**src/rtl/bit_balancer_pkg.sv**
```systemverilog
// Shared constants and helpers for the bit balancer pipeline.
package bit_balancer_pkg;

    localparam logic MODE_ONES  = 1'b0;
    localparam logic MODE_ZEROS = 1'b1;

    // Bits needed to hold a count of 0..w.
    function automatic int unsigned cnt_width(input int unsigned w);
        return $clog2(w + 1);
    endfunction

    // min(a + b, max) evaluated without wrap-around.
    function automatic logic [31:0] sat_add(input logic [31:0] a, input logic [31:0] b,
                                            input logic [31:0] max);
        logic [32:0] s;
        s = {1'b0, a} + {1'b0, b};
        return (s > {1'b0, max}) ? max : s[31:0];
    endfunction

    // True when a + b would exceed max.
    function automatic logic add_ovf(input logic [31:0] a, input logic [31:0] b,
                                     input logic [31:0] max);
        logic [32:0] s;
        s = {1'b0, a} + {1'b0, b};
        return s > {1'b0, max};
    endfunction

endpackage

```
**src/rtl/popcount_tree.sv**
```systemverilog
// Combinational population count built as a balanced binary adder tree.
module popcount_tree #(
    parameter int unsigned W = 4
) (
    input  logic [W-1:0]           bits_i,
    output logic [$clog2(W+1)-1:0] count_o
);

    localparam int unsigned OW = $clog2(W + 1);

    if (W == 1) begin : g_leaf
        assign count_o = bits_i;
    end else begin : g_node
        localparam int unsigned LW  = (W + 1) / 2;
        localparam int unsigned HW  = W / 2;
        localparam int unsigned LOW = $clog2(LW + 1);
        localparam int unsigned HOW = $clog2(HW + 1);

        logic [LOW-1:0] lo_cnt;
        logic [HOW-1:0] hi_cnt;

        popcount_tree #(.W(LW)) u_lo (
            .bits_i  (bits_i[LW-1:0]),
            .count_o (lo_cnt)
        );

        popcount_tree #(.W(HW)) u_hi (
            .bits_i  (bits_i[W-1:LW]),
            .count_o (hi_cnt)
        );

        assign count_o = OW'(lo_cnt) + OW'(hi_cnt);
    end

endmodule

```
**src/rtl/bit_balancer_pipe.sv**
```systemverilog
// Two-stage ones/zeros counter with per-word disparity and a saturating per-frame total.
module bit_balancer_pipe
    import bit_balancer_pkg::*;
#(
    parameter int unsigned WIDTH = 8,
    parameter int unsigned ACC_W = 16,
    parameter int unsigned CNT_W = cnt_width(WIDTH)
) (
    input  logic                    clk,
    input  logic                    reset,
    input  logic                    in_valid,
    input  logic [WIDTH-1:0]        in_data,
    input  logic                    in_last,
    input  logic                    mode,
    output logic                    out_valid,
    output logic [CNT_W-1:0]        out_count,
    output logic signed [CNT_W:0]   out_disparity,
    output logic                    out_balanced,
    output logic                    frame_valid,
    output logic [ACC_W-1:0]        frame_total,
    output logic [ACC_W-1:0]        frame_words,
    output logic                    frame_sat
);

    localparam int unsigned LO_W  = (WIDTH + 1) / 2;
    localparam int unsigned HI_W  = WIDTH / 2;
    localparam int unsigned LO_CW = cnt_width(LO_W);
    localparam int unsigned HI_CW = cnt_width(HI_W);
    localparam int unsigned DSP_W = CNT_W + 1;
    localparam logic [ACC_W-1:0] ACC_MAX = '1;

    logic [LO_CW-1:0] lo_cnt, s1_lo_q;
    logic [HI_CW-1:0] hi_cnt, s1_hi_q;
    logic             s1_valid_q, s1_last_q, s1_mode_q;

    logic [CNT_W-1:0] ones, zeros, count_d, count_q;
    logic [DSP_W-1:0] disp_d, disp_q;
    logic             bal_d, bal_q;
    logic             valid_q, last_q;

    logic [ACC_W-1:0] acc_q, wcnt_q, acc_sum, wcnt_inc;
    logic             sat_q, acc_ovf;
    logic             ftot_valid_q, fsat_q;
    logic [ACC_W-1:0] ftot_q, fwords_q;

    popcount_tree #(.W(LO_W)) u_pop_lo (
        .bits_i  (in_data[LO_W-1:0]),
        .count_o (lo_cnt)
    );

    popcount_tree #(.W(HI_W)) u_pop_hi (
        .bits_i  (in_data[WIDTH-1:LO_W]),
        .count_o (hi_cnt)
    );

    // Stage 1: register half counts and the word qualifiers.
    always_ff @(posedge clk) begin
        if (reset) begin
            s1_valid_q <= 1'b0;
            s1_last_q  <= 1'b0;
            s1_mode_q  <= MODE_ONES;
            s1_lo_q    <= '0;
            s1_hi_q    <= '0;
        end else begin
            s1_valid_q <= in_valid;
            s1_last_q  <= in_valid & in_last;
            s1_mode_q  <= mode;
            s1_lo_q    <= lo_cnt;
            s1_hi_q    <= hi_cnt;
        end
    end

    // Stage 2 combine: total ones, selected count, disparity and balance.
    always_comb begin
        ones    = CNT_W'(s1_lo_q) + CNT_W'(s1_hi_q);
        zeros   = CNT_W'(WIDTH) - ones;
        count_d = (s1_mode_q == MODE_ZEROS) ? zeros : ones;
        disp_d  = {ones, 1'b0} - DSP_W'(WIDTH);
        bal_d   = ({ones, 1'b0} == DSP_W'(WIDTH));
    end

    // Stage 2 registers; data only loads on valid words so it holds across bubbles.
    always_ff @(posedge clk) begin
        if (reset) begin
            valid_q <= 1'b0;
            last_q  <= 1'b0;
            count_q <= '0;
            disp_q  <= '0;
            bal_q   <= 1'b0;
        end else begin
            valid_q <= s1_valid_q;
            last_q  <= s1_last_q;
            if (s1_valid_q) begin
                count_q <= count_d;
                disp_q  <= disp_d;
                bal_q   <= bal_d;
            end
        end
    end

    // Saturating next values for the running frame total and word count.
    always_comb begin
        acc_sum  = ACC_W'(sat_add(32'(acc_q), 32'(count_q), 32'(ACC_MAX)));
        acc_ovf  = add_ovf(32'(acc_q), 32'(count_q), 32'(ACC_MAX));
        wcnt_inc = ACC_W'(sat_add(32'(wcnt_q), 32'd1, 32'(ACC_MAX)));
    end

    // Running accumulator; a closing word restarts it for the next frame.
    always_ff @(posedge clk) begin
        if (reset) begin
            acc_q  <= '0;
            wcnt_q <= '0;
            sat_q  <= 1'b0;
        end else if (valid_q) begin
            if (last_q) begin
                acc_q  <= '0;
                wcnt_q <= '0;
                sat_q  <= 1'b0;
            end else begin
                acc_q  <= acc_sum;
                wcnt_q <= wcnt_inc;
                sat_q  <= sat_q | acc_ovf;
            end
        end
    end

    // Frame results: one-cycle pulse, values held until the next frame closes.
    always_ff @(posedge clk) begin
        if (reset) begin
            ftot_valid_q <= 1'b0;
            ftot_q       <= '0;
            fwords_q     <= '0;
            fsat_q       <= 1'b0;
        end else begin
            ftot_valid_q <= valid_q & last_q;
            if (valid_q && last_q) begin
                ftot_q   <= acc_sum;
                fwords_q <= wcnt_inc;
                fsat_q   <= sat_q | acc_ovf;
            end
        end
    end

    assign out_valid     = valid_q;
    assign out_count     = count_q;
    assign out_disparity = $signed(disp_q);
    assign out_balanced  = bal_q;
    assign frame_valid   = ftot_valid_q;
    assign frame_total   = ftot_q;
    assign frame_words   = fwords_q;
    assign frame_sat     = fsat_q;

endmodule

```
**config.mk**
```make
export PLATFORM = sky130hd
export DESIGN_NAME = bit_balancer_pipe
export DESIGN_NICKNAME = d
export VERILOG_FILES = /design/src/rtl/bit_balancer_pkg.sv /design/src/rtl/popcount_tree.sv /design/src/rtl/bit_balancer_pipe.sv
export SDC_FILE = /design/constraint.sdc
export NUM_CORES = 1
export LEC_CHECK = 0
export CAP_MARGIN = 25
export CORE_ASPECT_RATIO = 0.5
export CORE_MARGIN = 10
export CORE_UTILIZATION = 41
export DETAILED_ROUTE_END_ITERATION = 16
export GPL_TIMING_DRIVEN = 0
export PLACE_DENSITY = 0.68
export SLEW_MARGIN = 10
export SYNTH_ARGS = -nofsm -noshare
export SYNTH_HDL_FRONTEND = slang
export SYNTH_SLANG_ARGS = --single-unit
```
**constraint.sdc**
```tcl
create_clock -name clk -period 4.9 [get_ports clk]
set_input_delay 0.735 -clock clk [delete_from_list [all_inputs] [get_ports clk]]
set_output_delay 0.735 -clock clk [all_outputs]
set_load 0.1 [all_outputs]
```
* Word level (Yosys, flattened, before mapping)
Index checks and enable logic that the tools add are counted.
** Cells by class
- Add/sub/neg operators :: 11
- Multipliers :: 0
- Div/mod/pow operators :: 0
- Order comparisons :: 2
- Equal/unequal tests :: 1
- Shift operators :: 0
- Muxes and demuxes :: 6
- Bitwise gates (word level) :: 3
- Reductions and logical operators :: 1
** Operator list (count)
- 16-bit two-way mux :: 4
- 17-bit by 16-bit > comparator with 1-bit output, second input constant :: 2
- 16-bit by 1-bit adder with 17-bit output, second input constant :: 1
- 16-bit by 4-bit adder with 17-bit output :: 1
- 1-bit by 1-bit adder with 2-bit output :: 4
- 2-bit by 2-bit adder with 3-bit output :: 2
- 5-bit by 4-bit subtractor with 5-bit output, second input constant :: 1
- 3-bit by 3-bit adder with 4-bit output :: 1
- 4-bit by 3-bit == test with 1-bit output, second input constant :: 1
- 4-bit two-way mux :: 1
- 4-bit subtractor, first input constant :: 1
- 1-bit bitwise AND :: 2
- 1-bit logical AND :: 1
- 1-bit two-way mux :: 1
- 1-bit bitwise OR :: 1
** Storage, ports and cells
- Register bits after elaboration :: 88
- Bits in latches :: 0
- RAM bits :: 0
- Memory bits (read-only) :: 0
- Input bits :: 13
- Output and inout port bits :: 45
- Memories kept :: 0

* Depth between registers and ports, before layout
- Word-level depth :: 4
- Mapped depth :: 10

* Hierarchy
A second synthesis with hierarchy kept.
** Second synthesis, totals
- Cell total of the unflattened synthesis :: 482
- Area, all modules :: 4205.3 µm²
** By module, submodules not included
- bit_balancer_pipe :: instances 1, cells an instance 456, area each 3992.6 µm², sequential area each 1721.7 µm²
- popcount_tree (u_pop_hi ...) :: instances 2, cells an instance 7, area each 51.3 µm², sequential area each 0.0 µm²
- popcount_tree (u_pop_hi.g_node.u_hi.g_node.u_hi ...) :: instances 8, cells an instance 1, area each 7.5 µm², sequential area each 0.0 µm²
- popcount_tree (u_pop_hi.g_node.u_hi ...) :: instances 4, cells an instance 1, area each 12.5 µm², sequential area each 0.0 µm²

* Worst setup path before layout
Ideal clock, no wire load.
- Kind :: reg2reg
- Start :: register count_q[0], in the netlist out_count[0]
- End :: register ftot_q[14], in the netlist frame_total[14]
- Library setup time :: 0.125 ns
- Arrival time :: 2.702 ns
- Slack :: 2.073 ns
- Stages on the path, launching flop included :: 10
- Path buffers :: 0
- Cell sequence :: dfxtp_1 > ha_1 > inv_1 > fa_1 > nor2b_1 > o21a_1 > o21ai_1 > or3_1 > o21ai_0 > o21ai_0
** Between the ends
- Word-level cells in the longest chain between the ends :: 3
** Ends and longest elaborated chain
- start: declaration :: line bit_balancer_pipe.sv:36 : logic [CNT_W-1:0] ones, zeros, count_d, count_q;
- start signal: assignment :: line bit_balancer_pipe.sv:94 : count_q <= count_d;
- 16-bit by 4-bit adder with 17-bit output (*) :: line bit_balancer_pkg.sv:16 : s = {1'b0, a} + {1'b0, b};
- 17-bit by 16-bit > comparator with 1-bit output :: line bit_balancer_pkg.sv:17 : return (s > {1'b0, max}) ? max : s[31:0];
- 16-bit two-way mux (*) :: line bit_balancer_pkg.sv:17
- end signal: assignment :: line bit_balancer_pipe.sv:137 : ftot_q <= acc_sum;
- end: declaration :: line bit_balancer_pipe.sv:44 : logic [ACC_W-1:0] ftot_q, fwords_q;
Every way passes the cells marked *; elsewhere a longest branch is shown, timed or not.
A chain may end at the register's enable or synchronous reset.

==> results.md <==
Setup path:
- The category of the critical setup timing path is reg -> out.
- Tracing the worst setup path back leads to its startpoint at out_count[0].
- The worst endpoint data arrival time is 2.06 ns.
- The cell family contributing the most delay on the critical path is buffers and inverters.
- STA classifies the critical path startpoint as a flop.
- Of all nets on the critical path, the largest fanout is 4.
- On the worst path, the slowest cell contributes a delay of 1.12 ns.
- The slowest cell on the critical path is clkdlybuf4s50_1.
- The critical path goes through buf_4, clkdlybuf4s50_1.
- The minimum setup slack among reg-to-reg paths is 2.40 ns.
- In this run the critical register-to-register path is captured at acc_q[14].
- Following the worst setup path forward leads to its endpoint at out_disparity[1].
- STA classifies the critical path endpoint as a primary output.
- The startpoint identified for the worst register-to-register timing path is out_count[0].
- For the worst setup path, the data required time is 4.16 ns.
- For the worst flop-to-flop path, the logic depth is 9.
- Counting buffers and inverters, the worst setup path is 2 cells deep.
- The number of buffer and inverter stages on the critical path is 2.

Detailed routing:
- The total met2 wirelength after detailed routing is 4948 um.
- In the final routing, the length of wire on met1 measures 4726 um.
- The ratio of routed vias to standard cells is 5.298.
- The pre-antenna-repair detailed-routing pass consisted of 5 iterations.
- The number of violations reported at the end of detailed-routing iteration 0 is 174.
- The met3 wire length is 936 um.
- The average detailed-routed wire length per instance is 15.77 um.
- After detailed routing, no signal wire sits above met4.
- The total number of vias is 3,592.
- After detailed routing, the number of remaining DRC violations is 0.
- After detailed routing, the total wire length is 10,690 um.
- The number of nets with antenna violations after detailed routing is 0.

Placement:
- The half-perimeter wire length after placement is 7794 um.
- The routability-driven placement congestion ratio is 0.9227.
- The worst setup slack after placement is 2.239 ns.
- The quantity of I/O buffers inserted on ports is 56.
- Once placement completed, the tool counted placed cells totaling 662.

Global routing:
- The first global-routing pass estimated 17,550 um of wire.
- The via count of the first global-routing pass is 3,487.
- Global routing used 14.57% of the available tracks across all layers.
- The initial antenna violation count is 0.
- The residual overflow from global routing is 0.
- Entering global routing, the biggest net connects 15 pins.

Floorplanning:
- The initial cell density of the core is 42.81%.
- The die outline width is 161.6 um.
- The placeable core region is 9603 um^2.
- In this run the core area contains 25 standard-cell rows.
- From bottom edge to top edge, the die measures 90.81 um.
- The boundary pin count is 58.
- The floorplan step defined a die boundary enclosing 14,680 um^2.

Synthesis:
- The number of distinct library cells after synthesis is 55.
- Counting flops with a built-in enable in the synthesized netlist gives 0.
- The number of nets in the synthesized netlist is 503.
- The most used flip-flop cell after synthesis is dfxtp_1.
- The mapped netlist covers 4111 um^2.
- Synthesis produced 471 cells.
- In the post-synthesis netlist, the biggest area contributors are dfxtp_1 42%, nor2_1 4.7%, ha_1 4.6%.
- The post-synthesis sequential element count is 86.
- The most used standard cell by instance count after synthesis is dfxtp_1.
- The area share of the largest cell type after synthesis is 41.87%.
- The cell accounting for the most synthesized area is dfxtp_1.
- The commonest cells after synthesis are 86 x dfxtp_1, 52 x nor2_1, 32 x nand2_1.
- In this run the mean area of a mapped cell was 8.729 um^2.
- The share of async-settable or async-resettable flops after synthesis is 0%.
- During synthesis, Yosys emitted a total of 0 warnings.
- The proportion of synthesized chip area in sequential cells is 41.87%.

Clock network:
- The number of clock sinks seen by CTS is 86.
- In this run the post-CTS setup repair buffer count came out at 0.
- Once the clock tree was built, the resizer swapped 0 gates to a different size.
- The source-to-sink clock delay at the later pin of the worst-skew pair is 0.34 ns.
- The number of CTS-inserted buffers is 9.
- The number of buffers between clock root and the deepest sink is 2.
- The CTS tree is done.
- The depth of the CTS H-tree is 3.
- The root cell of the clock tree is clkbuf_16.
- Clock-pin slew was measured on the worst setup and hold paths at 0.06 ns.
- Hold repair after CTS inserted 0 buffers.

STA:
- After layout, the worst path uses 57.02% of the clock period.
- The count of endpoints failing setup in the final report is 0.
- The final critical-path setup slack is 2.106 ns.
- Counting I/O delays and the setup requirement, the final critical path takes 2.794 ns.
- In the final timing run, aggregate negative setup slack is 0 ns.
- Setup repair after global routing left no endpoint under its margin.
- On the final layout, the worst hold slack is 0.4383 ns.
- The highest clock rate is 0.3579 GHz.
- The maximum clock skew at final layout is 0.008170 ns.
- The final max-slew violation count was 0.
- The number of hold violations in the final report is 0.
- The max-slew headroom at the worst pin is 33.03%.
- At the pin with the least slew margin, the transition time is 1.001 ns.

Pwr:
- The switching fraction of total power is 26.71%.
- The internal power of the cells totals 1130 uW.
- Summed over all cells, the static leakage comes to 0.001918 uW.
- The worst ir drop on vdd is 0.1531 mV.
- The sequential fraction of design power is 47.0%.
- The share of total power dissipated in the clock network is 41.2%.
- The combinational group share of total power is 11.7%.
- In this run the power density over the cells is 301.3 nW/um^2.
- The analysis attributes to net switching a power of 411.9 uW.

Run status:
- The run finished with clean final reports.

Final layout:
- The post-route non-filler standard cell count is 678.
- The count of filler cells inserted in the layout is 905.
- The final layout contains 570 nets.
- The layout overhead on the synthesized area is 24.47%.
- The number of antenna cells inserted is 0.
- The fraction of layout instances using a drive strength above 1 is 6.630%.
- Measured on the finished design, the core utilization comes to 53.29%.

Min path:
- The worst min-delay path startpoint is s1_last_q.
- The worst hold path belongs to the class reg -> reg.

Job:
- Across the run, the number of max-cap violations was 0.
==> metal layers <==
layer / vias to the layer above / track usage (%)
li1: 1802 / -
met1: 1669 / 17.76
met2: 112 / 24.11
met3: 9 / 5.005
met4: 0 / 3.464
met5: - / 0
==> sequential cells by signal, indices dropped and copies added (netlist names) <==
| name | flops |
|---|---|
| s1_valid_q | 1 |
| wcnt_q | 16 |
| frame_sat | 1 |
| sat_q | 1 |
| s1_last_q | 1 |
| s1_mode_q | 1 |
| frame_total | 16 |
| out_valid | 1 |
| out_disparity | 3 |
| frame_words | 16 |
| frame_valid | 1 |
| acc_q | 16 |
| out_count | 4 |
| last_q | 1 |
| s1_lo_q | 3 |
| s1_hi_q | 3 |
| out_balanced | 1 |
==> per-stage QoR <==
step	instance area [um^2]	power (uW)
after global routing	5117	1601
after floorplan	4111	871.3
after CTS	5117	1554
final	5117	1542
after detailed placement	4841	922.2
after global placement	4841	919.0
==> how the worst min path moves through the flow <==
stage / to / slack (ns) / depth (start not counted)
2_1_floorplan: last_q / 0.41 / 1
3_3_place_gp: last_q / 0.42 / 1
3_5_place_dp: last_q / 0.43 / 1
4_1_cts: last_q / 0.44 / 1
5_1_grt: last_q / 0.46 / 1
6_report: last_q / 0.44 / 1
==> cells in the final DEF, fill, tap and decap left out, drive strengths merged, types with 3 or more instances in the layout <==
cell           Yosys  layout
a22o               5       5
nand2b             8       8
o22ai              8       8
a311oi            14      14
nor4               4       4
mux2i              8       8
dfxtp             86      86
clkbuf            19      30
xnor2             13      13
fa                 4       4
and3               6       6
and4               3       3
a21o               8       8
o21ai             25      25
o31ai              3       3
nor2              53      53
nand4              6       6
nand3b             3       3
inv               22      23
o211ai             4       4
nor3              15      15
and2               4       4
xor2              11      11
nor2b             14      14
clkdlybuf4s50      0      56
a22oi              3       3
a21oi             30      30
ha                15      15
buf                9       9
nand2             32      32
nand3             15      15
a211oi             7       7
==> layout make-up <==
| type | instances | area, um^2 | area share (%) |
|---|---|---|---|
| multi-input cells | 335 | 2182 | 42.64 |
| repair buffers | 56 | 560.5 | 10.95 |
| flip-flops and latches | 86 | 1722 | 33.64 |
| clock inverters | 5 | 33.78 | 0.6601 |
| clock buffers | 11 | 242.7 | 4.743 |
| plain buffers | 28 | 125.1 | 2.445 |
| well taps | 135 | 168.9 | 3.301 |
| inverters | 22 | 82.58 | 1.614 |
==> cell families after synthesis <==
family	share of synthesized area [%]
simple gates	20.72
compound gates	18.69
flops	41.87
buf+inv	5.052
xor+xnor	5.113
fa+ha+maj	6.513
mux	1.948
other cells	0.09121
==> worst register-to-register path, stage by stage, from the launching register on <==
cell and delay, ns:
dfxtp_1 0.45, ha_1 0.25, inv_1 0.07, fa_1 0.40, nor2b_1 0.17, o21a_1 0.24, o21ai_1 0.16, or3_1 0.36
o21ai_0 0.13, o21ai_0 0.13
==> power groups by stage <==
| stage | logic, uW | registers [uW] | clock network [uW] |
|---|---|---|---|
| detailed placement | 182 | 741 | 0 |
| CTS | 182 | 725 | 646 |
| global route | 198 | 726 | 677 |
| floorplan | 83.1 | 788 | 0 |
| finish | 181 | 725 | 636 |
| global placement | 179 | 740 | 0 |
Power figures use the tool's default switching activity.
